### src/rtl/seg7_pkg.sv
// Shared segment encodings and helpers for the 7-segment scan driver.
package seg7_pkg;

    // Active-low patterns, bit6=g ... bit0=a
    localparam logic [6:0] SEG_0     = 7'b1000000;
    localparam logic [6:0] SEG_1     = 7'b1111001;
    localparam logic [6:0] SEG_2     = 7'b0100100;
    localparam logic [6:0] SEG_3     = 7'b0110000;
    localparam logic [6:0] SEG_4     = 7'b0011001;
    localparam logic [6:0] SEG_5     = 7'b0010010;
    localparam logic [6:0] SEG_6     = 7'b0000010;
    localparam logic [6:0] SEG_7     = 7'b1111000;
    localparam logic [6:0] SEG_8     = 7'b0000000;
    localparam logic [6:0] SEG_9     = 7'b0010000;
    localparam logic [6:0] SEG_BLANK = 7'b1111111;
    localparam logic [6:0] SEG_DASH  = 7'b0111111;

    typedef enum logic [0:0] {StIdle, StConv} conv_state_e;

    function automatic logic [6:0] nibble_to_seg(input logic [3:0] nib);
        logic [6:0] pat;
        case (nib)
            4'd0:    pat = SEG_0;
            4'd1:    pat = SEG_1;
            4'd2:    pat = SEG_2;
            4'd3:    pat = SEG_3;
            4'd4:    pat = SEG_4;
            4'd5:    pat = SEG_5;
            4'd6:    pat = SEG_6;
            4'd7:    pat = SEG_7;
            4'd8:    pat = SEG_8;
            4'd9:    pat = SEG_9;
            default: pat = SEG_BLANK;
        endcase
        return pat;
    endfunction

    // 10^n, used to size the overflow threshold at elaboration
    function automatic logic [31:0] pow10(input int unsigned n);
        logic [31:0] r;
        r = 32'd1;
        for (int unsigned i = 0; i < n; i++) begin
            r = r * 32'd10;
        end
        return r;
    endfunction

endpackage

### src/rtl/bin2bcd_seq.sv
// Sequential double-dabble converter: one bit per clock, result and overflow
// flag registered on the final shift edge alongside a one-cycle done pulse.
module bin2bcd_seq
    import seg7_pkg::*;
#(
    parameter int unsigned BIN_WIDTH  = 14,
    parameter int unsigned NUM_DIGITS = 4
) (
    input  logic                      i_clk,
    input  logic                      i_rst,
    input  logic                      i_start,
    input  logic [BIN_WIDTH-1:0]      i_bin,
    output logic                      o_busy,
    output logic                      o_done,
    output logic                      o_ovf,
    output logic [4*NUM_DIGITS-1:0]   o_bcd
);

    localparam int unsigned CntW     = $clog2(BIN_WIDTH);
    localparam logic [31:0] OvfLimit = pow10(NUM_DIGITS);

    conv_state_e             r_state, w_state_next;
    logic [BIN_WIDTH-1:0]    r_shift;
    logic [4*NUM_DIGITS-1:0] r_work, w_work_adj, w_work_next, r_bcd;
    logic [CntW-1:0]         r_cnt;
    logic                    r_ovf_cap, r_ovf, r_done;
    logic                    w_accept, w_last;

    // State register
    always_ff @(posedge i_clk or posedge i_rst) begin
        if (i_rst) r_state <= StIdle;
        else       r_state <= w_state_next;
    end

    // Next state: start only honoured in idle, leave after the last shift
    always_comb begin
        w_state_next = r_state;
        w_accept     = 1'b0;
        w_last       = 1'b0;
        unique case (r_state)
            StIdle: begin
                if (i_start) begin
                    w_accept     = 1'b1;
                    w_state_next = StConv;
                end
            end
            StConv: begin
                if (r_cnt == CntW'(BIN_WIDTH - 1)) begin
                    w_last       = 1'b1;
                    w_state_next = StIdle;
                end
            end
            default: w_state_next = StIdle;
        endcase
    end

    // Add-3 on every BCD nibble >= 5, then shift in the next binary MSB.
    // Truncating to NUM_DIGITS is safe: in-range values never overflow it,
    // and out-of-range values are replaced by dashes downstream.
    always_comb begin
        w_work_adj = r_work;
        for (int i = 0; i < int'(NUM_DIGITS); i++) begin
            if (r_work[4*i +: 4] >= 4'd5) w_work_adj[4*i +: 4] = r_work[4*i +: 4] + 4'd3;
        end
        w_work_next = {w_work_adj[4*NUM_DIGITS-2:0], r_shift[BIN_WIDTH-1]};
    end

    // Datapath: capture on accept, shift while converting, publish on last
    always_ff @(posedge i_clk or posedge i_rst) begin
        if (i_rst) begin
            r_shift   <= '0;
            r_work    <= '0;
            r_cnt     <= '0;
            r_ovf_cap <= 1'b0;
            r_bcd     <= '0;
            r_ovf     <= 1'b0;
            r_done    <= 1'b0;
        end else begin
            r_done <= w_last;
            if (w_accept) begin
                r_shift   <= i_bin;
                r_work    <= '0;
                r_cnt     <= '0;
                r_ovf_cap <= (32'(i_bin) >= OvfLimit);
            end else if (r_state == StConv) begin
                r_shift <= r_shift << 1;
                r_work  <= w_work_next;
                r_cnt   <= r_cnt + 1'b1;
            end
            if (w_last) begin
                r_bcd <= w_work_next;
                r_ovf <= r_ovf_cap;
            end
        end
    end

    assign o_busy = (r_state == StConv);
    assign o_done = r_done;
    assign o_ovf  = r_ovf;
    assign o_bcd  = r_bcd;

endmodule

### src/rtl/seg7_scan_driver.sv
// Binary-to-7-segment multiplexed display driver with leading-zero blanking.
module seg7_scan_driver
    import seg7_pkg::*;
#(
    parameter int unsigned NUM_DIGITS = 4,
    parameter int unsigned BIN_WIDTH  = 14,
    parameter int unsigned CLK_DIV    = 50000,
    parameter int unsigned BLANK_LZ   = 1
) (
    input  logic                  clk,
    input  logic                  rst,
    input  logic                  load,
    input  logic [BIN_WIDTH-1:0]  value,
    output logic                  busy,
    output logic                  done,
    output logic [6:0]            seg,
    output logic [NUM_DIGITS-1:0] an
);

    localparam int unsigned PrescW = $clog2(CLK_DIV);
    localparam int unsigned ScanW  = (NUM_DIGITS > 1) ? $clog2(NUM_DIGITS) : 1;

    logic [4*NUM_DIGITS-1:0] w_bcd;
    logic                    w_ovf;
    logic [PrescW-1:0]       r_presc;
    logic [ScanW-1:0]        r_scan_idx;
    logic [NUM_DIGITS-1:0]   r_an;
    logic [6:0]              r_seg;
    logic                    w_wrap;
    logic                    w_zero_above;
    logic [6:0]              w_digit_seg [NUM_DIGITS];

    // The converter's result register doubles as the display register
    bin2bcd_seq #(
        .BIN_WIDTH  (BIN_WIDTH),
        .NUM_DIGITS (NUM_DIGITS)
    ) u_conv (
        .i_clk   (clk),
        .i_rst   (rst),
        .i_start (load),
        .i_bin   (value),
        .o_busy  (busy),
        .o_done  (done),
        .o_ovf   (w_ovf),
        .o_bcd   (w_bcd)
    );

    assign w_wrap = (r_presc == PrescW'(CLK_DIV - 1));

    // Per-digit pattern: dashes on overflow, else blank zeros above the MSD
    always_comb begin
        w_zero_above = 1'b1;
        for (int i = int'(NUM_DIGITS) - 1; i >= 0; i--) begin
            w_zero_above = w_zero_above && (w_bcd[4*i +: 4] == 4'd0);
            if (w_ovf) begin
                w_digit_seg[i] = SEG_DASH;
            end else if ((BLANK_LZ != 0) && (i != 0) && w_zero_above) begin
                w_digit_seg[i] = SEG_BLANK;
            end else begin
                w_digit_seg[i] = nibble_to_seg(w_bcd[4*i +: 4]);
            end
        end
    end

    // Prescaler and scan: on each wrap present the current index, then advance
    always_ff @(posedge clk or posedge rst) begin
        if (rst) begin
            r_presc    <= '0;
            r_scan_idx <= '0;
            r_an       <= '1;
            r_seg      <= SEG_BLANK;
        end else begin
            r_presc <= w_wrap ? '0 : r_presc + 1'b1;
            if (w_wrap) begin
                r_an       <= ~(NUM_DIGITS'(1) << r_scan_idx);
                r_seg      <= w_digit_seg[r_scan_idx];
                r_scan_idx <= (r_scan_idx == ScanW'(NUM_DIGITS - 1)) ? '0 : r_scan_idx + 1'b1;
            end
        end
    end

    assign an  = r_an;
    assign seg = r_seg;

endmodule

### config.mk
export PLATFORM = sky130hd
export DESIGN_NAME = seg7_scan_driver
export DESIGN_NICKNAME = d
export VERILOG_FILES = /design/src/rtl/seg7_pkg.sv /design/src/rtl/bin2bcd_seq.sv /design/src/rtl/seg7_scan_driver.sv
export SDC_FILE = /design/constraint.sdc
export NUM_CORES = 1
export LEC_CHECK = 0
export CAP_MARGIN = 30
export CORE_AREA = 2 2 136 98
export CTS_CLUSTER_SIZE = 16
export DETAILED_ROUTE_END_ITERATION = 10
export DIE_AREA = 0 0 138 100
export GPL_TIMING_DRIVEN = 0
export PLACE_DENSITY = 0.56
export SYNTH_ARGS = -nofsm -noshare
export SYNTH_HDL_FRONTEND = slang
export SYNTH_SLANG_ARGS = --single-unit
### constraint.sdc
create_clock -name clk -period 3.7 [get_ports clk]
set_input_delay 1.11 -clock clk [delete_from_list [all_inputs] [get_ports clk]]
set_output_delay 1.11 -clock clk [all_outputs]
set_load 0.005 [all_outputs]
==> key figures, run 1 <==
Timing
  • Final slew viol count: 0
  • Final Critical Period: roughly 2.7 ns
  • RSZ-0062 raised after global routing: false
  • F_max: roughly 0.37 GHz
  • Clock Skew: approximately 0.013 ns
  • Crit share post-route: approximately three quarters
  • # setup viols final: 0
  • Worst slew margin: 41.7%
  • Worst Tran Pin Value: between 0.8 and 0.9 ns
  • Final hold vios: 0

Floorplan
  • Die area: 13800 µm²
  • Die Wd: around 140 µm
  • Cell Rows: 35
  • Core footprint: 12700 µm²
  • Top Ports: 30
  • Initial Util: between 30% and 40%
  • Die H: ~100 µm

Clock tree
  • Clk sinks: between 80 and 90
  • CTS clock-pin slew for the worst setup and hold paths: about 0.06 ns
  • Clk buf depth: 2
  • # hold bufs at CTS: 0
  • Setup bufs post-CTS: 0
  • Clk root buf: clkbuf_16
  • Post-CTS sizing: 0
  • H-tree depth: 3
  • CTS tree: done
  • CTS Buf Count: 9
  • Clk Latency, worst-skew pair: roughly 0.34 ns

Power and ir drop
  • Sw Pwr: about 1600 µW
  • Switch share: about two fifths
  • LEAKAGE: roughly 0.0025 µW
  • Total power: 3960 µW
  • Pwr/cell area: around 690 nW/µm²
  • Reg power frac: 35.1%
  • Clk network pwr share: between 20 and 25%
  • VDD IR max: roughly 0.00026 V
  • Logic pwr share: a little over two fifths
  • Pint: 2350 µW

Synthesis
  • Post-synthesis adder-cell area fraction: under 10%
  • Simple-Gate Fraction of Synth Area: 18.0%
  • Syn Inst Count: 537
  • Cell Area, Synth: 4910 µm²
  • Post-Synth XOR/XNOR Area: ~3.7%
  • Syn. warnings: 0
  • Ys flop type: dfrtp_1
  • #FFs+latches synth: 83
  • Sequential-to-total area share from yosys stat: between 40% and 50%
  • Yosys top cell area share: around 37%
  • Number of distinct library cells after synthesis: 52
  • Mapped Nets: approximately 590
  • Top cells by area in the synthesized netlist: dfrtp_1, ha_1, o21ai_0
  • Compound-Gate Fraction of Synth Area: between 10% and 20%
  • Largest family of logic cells by synthesized area: simple AND/OR/NAND/NOR gates
  • EDFF count, synth: 0
  • Async set-reset flop share out of synthesis: 100%
  • Multiplexer share of the synthesized area: 5.43%
  • Post-Syn Area per Cell: 9.15 µm²
  • Cell taking the most area after synthesis: dfrtp_1

Setup path
  • Startpoint Class: input port
  • Internal reg-to-reg setup slack: approximately 1.2 ns
  • CP Capture Type: register
  • CP required: ~3.9 ns
  • RR Startpoint: r_presc[13]$_DFF_PP0_
  • Buf/Inv on CP: 3
  • CP Cell Sequence: clkdlybuf4s50_1 > clkbuf_1 > clkbuf_1 > mux2i_1 > o21ai_0
  • Slowest cell on crit path: clkbuf_1
  • Max stage delay on crit path: 0.59 ns
  • CP max FO: 10
  • Crit Path Class: in -> reg
  • R2R Path End: seg[6]$_DFFE_PP1N_
  • Worst R2R Path Depth: 5
  • Largest delay share family, worst path: buffers and inverters
  • Most frequent CP cell: clkbuf_1
  • CP arrival: slightly below 3 ns

Status
  • Status: complete, no violations

Drt
  • Avg WL per Cell: 15.0 µm
  • Via count: 3911
  • Final Routed Wirelength: 11200 µm
  • DR DRC count: 0
  • DRC violation total after the first TritonRoute iteration: 310
  • DRT Pass-1 Iters: 4
  • ANT nets after route: 0
  • Vias per cell: roughly 5.2

Final layout
  • Area delta synth->final: 16.6%
  • Share of cells above drive strength 1: under 10%
  • Leading cell types in the layout, fill and taps excluded: dfrtp_1, nand2_1, o21ai_0
  • Antenna fix cells: 0
  • Most common cell after layout, fill and taps aside: dfrtp_1
  • Final Non-Filler Cells: approximately 750
  • # fillers: between 1000 and 1500
  • Fin nets: between 600 and 700

Place
  • Cell Count Post-Placement: ~730
  • GP Congestion: between 0.9 and 1
  • Placed wire-length estimate: about 8300 µm
  • Port bufs: 29

Global route
  • Total GRT Usage: between 10% and 20%
  • Largest net degree at the start of global routing: 58
  • First-pass GRT wire length: approximately 19000 µm
  • Antenna violations before repair: 0
  • Remaining global-route overflow: 0
  • Vias in the first global route: 3810

Hold path
  • Hold Crit Endpoint: an[0]$_DFFE_PP1N_
  • Worst hold stages: 2
  • Hold Crit Start: an[0]$_DFFE_PP1N_
  • Hold crit path type: reg -> reg

Job
  • Max-cap violation count: 0
-- synthesized netlist by cell type, types with 4 or more instances --
master    instances
a211oi_1          5
a21oi_1          28
a22o_1            4
a31oi_1           4
clkbuf_1         22
dfrtp_1          72
dfstp_2          11
ha_1             35
inv_1            28
mux2_2            5
mux2i_1          21
nand2_1          68
nand2b_1         23
nand3_1          13
nor2_1           32
nor2b_1           5
nor3_1            7
nor3b_1           7
o211ai_1          4
o21ai_0          61
o21ai_1           4
o31ai_1          11
xnor2_1          14
xor2_1            7
-- state kept, by name, summed over array words and instances, names as in the netlist, 2 cells and up --
register	flops
seg	7
u_conv.r_shift	14
r_scan_idx	2
an	4
u_conv.r_cnt	4
r_presc	16
u_conv.o_bcd	16
u_conv.r_work	16
-- worst reg2reg max path, stage by stage (launching register included) --
cell     delay, ns
dfrtp_1       0.41
or4bb_1       0.57
nor4_2        0.78
o21ai_0       0.25
nor2_1        0.26
a21oi_1       0.11
-- area by class of cell --
class / instances / area, µm² / area share, %
flip-flops and latches: 83 / 2090 / 36.5
inverters: 28 / 108 / 1.88
clock inverters: 6 / 47.5 / 0.830
multi-input cells: 400 / 2610 / 45.5
well taps: 166 / 208 / 3.63
repair buffers: 30 / 318 / 5.55
clock buffers: 10 / 239 / 4.17
plain buffers: 26 / 110 / 1.92
-- metal layers --
metal  vias up  routed length [µm]  track usage (%)
met5         -                   0                0
met3        10                 372             3.29
met4         0                 109             4.55
met2        64                4690             25.4
li1       1952                   -                -
met1      1885                6050             25.6
-- power by group through the flow --
stage | Combinational [µW] | Sequential (µW) | Clock [µW]
6_report | 1700 | 1390 | 867
5_1_grt | 1960 | 1430 | 936
3_5_place_dp | 1690 | 1400 | 0
2_1_floorplan | 1310 | 1330 | 0
3_3_place_gp | 1660 | 1390 | 0
4_1_cts | 1700 | 1390 | 893
-- cell families (layout without fill, tap and decap cells) --
| group | count (synthesis) | count (layout) |
|---|---|---|
| buffers and inverters | 54 | 100 |
| adder cells (fa/ha/maj) | 35 | 35 |
| AND/OR/NAND/NOR | 179 | 179 |
| flip-flops | 83 | 83 |
| AO/OA/AOI/OAI | 139 | 139 |
| XOR/XNOR | 21 | 21 |
| multiplexers | 26 | 26 |
-- metrics by stage --
stage	utilization [%]	hold WS, ns	cell area, µm²	worst slack (ns)	TNS [ns]
floorplan	-	0.439	4910	0.471	0
global placement	42.6	0.454	5410	-1.02	-74.50
detailed placement	42.8	0.457	5440	0.590	0
CTS	45.1	0.466	5730	0.941	0
global route	45.1	0.481	5730	0.746	0
finish	45.1	0.468	5730	0.964	0
-- worst max-delay path by stage --
stage | startpoint | end | cells after the start
6_report | load | u_conv.r_shift[11]$_DFFE_PP0P_ | 5
3_5_place_dp | load | u_conv.r_shift[11]$_DFFE_PP0P_ | 5
5_1_grt | load | u_conv.r_shift[11]$_DFFE_PP0P_ | 5
3_3_place_gp | rst | u_conv.r_work[8]$_DFFE_PP0P_ | 2
4_1_cts | load | u_conv.r_shift[11]$_DFFE_PP0P_ | 5
2_1_floorplan | rst | r_presc[0]$_DFF_PP0_ | 1
No activity file was read; power rests on OpenSTA's default activity.
==> run 2, diff against run 1 <==
Clock period 3.7 ns to 2.7 ns, I/O delays scaled along.
==> run 2 against run 1 <==
- core utilization rose by 0.61 points
- die area did not move
- clock skew fell by 0.0068 ns
- routed wire length rose by 2.1%
- clock-buffer cell count rose by 1
- final cell count rose by 0.13%
- critical path type is now reg -> reg
- non-clock buffer count rose by 1
- combinational power rose by 39%
==> key figures, run 2 (synthesized netlist as in run 1, its figures left out) <==
Place
  • GP Congestion: 0.874 (was 0.916)
  • Placed wire-length estimate: 8500 µm (was 8270 µm)
  • Cell Count Post-Placement: 734 (was 733)
  • Port bufs: 29 (unchanged)
  • Place WS: -0.151 ns (was 0.590 ns)

Power and ir drop
  • LEAKAGE: 0.00253 µW (was 0.00249 µW)
  • VDD IR max: 0.000401 V (was 0.000263 V)
  • Pwr/cell area: 988 nW/µm² (was 692 nW/µm²)

Floorplan
  • Initial Util: 38.7% (unchanged)
  • Top Ports: 30 (unchanged)
  • Die area: 13800 µm² (unchanged)
  • Die Wd: 138 µm (unchanged)
  • Core footprint: 12700 µm² (unchanged)
  • Cell Rows: 35 (unchanged)
  • Die H: 100 µm (unchanged)

Timing
  • Setup TNS: 0 ns (unchanged)
  • F_max: 0.391 GHz
  • Clock Skew: 0.00633 ns (was 0.0131 ns)
  • Worst slew margin: 39.5% (was 41.7%)
  • Crit share post-route: roughly 95%
  • Final Critical Period: about 2.6 ns
  • Final slew viol count: 0 (unchanged)
  • Worst Tran Pin Value: 0.899 ns (was 0.868 ns)
  • RSZ-0062 raised after global routing: false (unchanged)
  • Worst Setup Slack, final: 0.142 ns (was 0.964 ns)
  • Final hold vios: 0 (unchanged)
  • Final hold slack: 0.460 ns (was 0.468 ns)
  • # setup viols final: 0 (unchanged)

Final layout
  • Most common cell after layout, fill and taps aside: dfrtp_1 (unchanged)
  • Fin util: 45.7% (was 45.1%)
  • Antenna fix cells: 0 (unchanged)
  • Final Non-Filler Cells: 750 (was 749)
  • # fillers: 1241 (was 1272)
  • Share of cells above drive strength 1: 7.53% (was 7.55%)
  • Leading cell types in the layout, fill and taps excluded: dfrtp_1, nand2_1, o21ai_0 (unchanged)
  • Fin nets: 631 (was 630)
  • Area delta synth->final: 18.2% (was 16.6%)

Setup path
  • Max stage delay on crit path: 0.64 ns (was 0.59 ns)
  • CP arrival: 2.83 ns (was 2.93 ns)
  • CP Cell Sequence: inv_1 > ha_1 > nor4b_1 > nand3_1 > a311oi_1 > nor2_1 > a21oi_1 (was clkdlybuf4s50_1 > clkbuf_1 > clkbuf_1 > mux2i_1 > o21ai_0)
  • CP max FO: 8 (was 10)
  • RR Startpoint: u_conv.o_bcd[9]$_DFFE_PP0P_ (was r_presc[13]$_DFF_PP0_)
  • CP required: 2.97 ns (was 3.89 ns)
  • Startpoint Class: register (was input port)
  • Slowest cell on crit path: nor4b_1 (was clkbuf_1)
  • CP Capture Type: register (unchanged)
  • Crit Path Class: reg -> reg (was in -> reg)
  • Worst setup path start: u_conv.o_bcd[9]$_DFFE_PP0P_ (was load)
  • Worst R2R Path Depth: 7 (was 5)

Global route
  • Vias in the first global route: 3760 (was 3810)
  • Antenna violations before repair: 0 (unchanged)
  • Largest net degree at the start of global routing: 32 (was 58)
  • Remaining global-route overflow: 0 (unchanged)
  • First-pass GRT wire length: 19300 µm (was 19200 µm)
  • Total GRT Usage: 17.3% (was 17.1%)

Clock tree
  • CTS tree: done (unchanged)
  • Clk buf depth: 2 (unchanged)
  • Clk sinks: 83 (unchanged)
  • CTS Buf Count: 9 (unchanged)
  • # hold bufs at CTS: 0 (unchanged)
  • Setup bufs post-CTS: 0 (unchanged)
  • H-tree depth: 3 (unchanged)
  • Post-CTS sizing: 0 (unchanged)
  • Clk root buf: clkbuf_16 (unchanged)
  • CTS clock-pin slew for the worst setup and hold paths: 0.06 ns (about the same)
  • Clk Latency, worst-skew pair: 0.34 ns (about the same)

Drt
  • DRT Pass-1 Iters: 4 (unchanged)
  • Final Routed Wirelength: 11500 µm (was 11200 µm)
  • ANT nets after route: 0 (unchanged)
  • Avg WL per Cell: 15.3 µm (was 15.0 µm)
  • DRC violation total after the first TritonRoute iteration: 317 (was 310)
  • Via count: 3926 (was 3911)
  • Vias per cell: 5.23 (was 5.22)
  • DR DRC count: 0 (unchanged)

Status
  • Status: complete, no violations (unchanged)

Hold path
  • Hold Crit Start: an[0]$_DFFE_PP1N_ (unchanged)
  • Worst hold stages: 2 (unchanged)
  • Hold crit path type: reg -> reg (unchanged)

Job
  • Max-cap violation count: 0 (unchanged)
## run 2: metrics by stage
step	instance area (µm²)	total power, µW
CTS	5800	5750
floorplan	4910	3630
global route	5800	6210
detailed placement	5450	4250
global placement	5410	4180
finish	5800	5730
## run 2: path summary, 6_finish.rpt
| check | endpoint | slack, ns |
|---|---|---|
| min | an[0]$_DFFE_PP1N_ | 0.46 |
| min in group asynchronous | u_conv.r_work[15]$_DFFE_PP0P_ | 0.93 |
| min reg2reg | an[0]$_DFFE_PP1N_ | 0.46 |
| max in group asynchronous | an[3]$_DFFE_PP1N_ | 1.11 |
| max | seg[6]$_DFFE_PP1N_ | 0.14 |
| max reg2reg | seg[6]$_DFFE_PP1N_ | 0.14 |
## run 2: layout make-up
class / instances / area (µm²) / area share [%]
Buffer: 26 / 110 / 1.90
Clock buffer: 11 / 243 / 4.18
Clock inverter: 5 / 108 / 1.85
Inverter: 28 / 109 / 1.88
Multi-Input combinational cell: 400 / 2610 / 44.9
Sequential cell: 83 / 2090 / 36.0
Tap cell: 166 / 208 / 3.58
Timing Repair Buffer: 31 / 330 / 5.69
## run 2: power breakdown
group          switching [µW]  internal (µW)  total (µW)  leakage [µW]
Clock                     526            937        1460      0.000171
Sequential                316           1580        1900       0.00104
Combinational            1380            988        2370       0.00132
## run 2: routing by layer
metal	part of all wire [%]	GRT usage [%]
met2	42	25.7
met1	52	25.5
met5	0	0
met4	1.0	4.24
met3	4.3	3.96
## run 2: worst max-delay path: cells and delay by family, from the launching register on
kind	cells	cell delay, ns
flops	1	0.47
simple gates	3	1.13
buf+inv	1	0.17
fa+ha+maj	1	0.19
compound gates	2	0.53
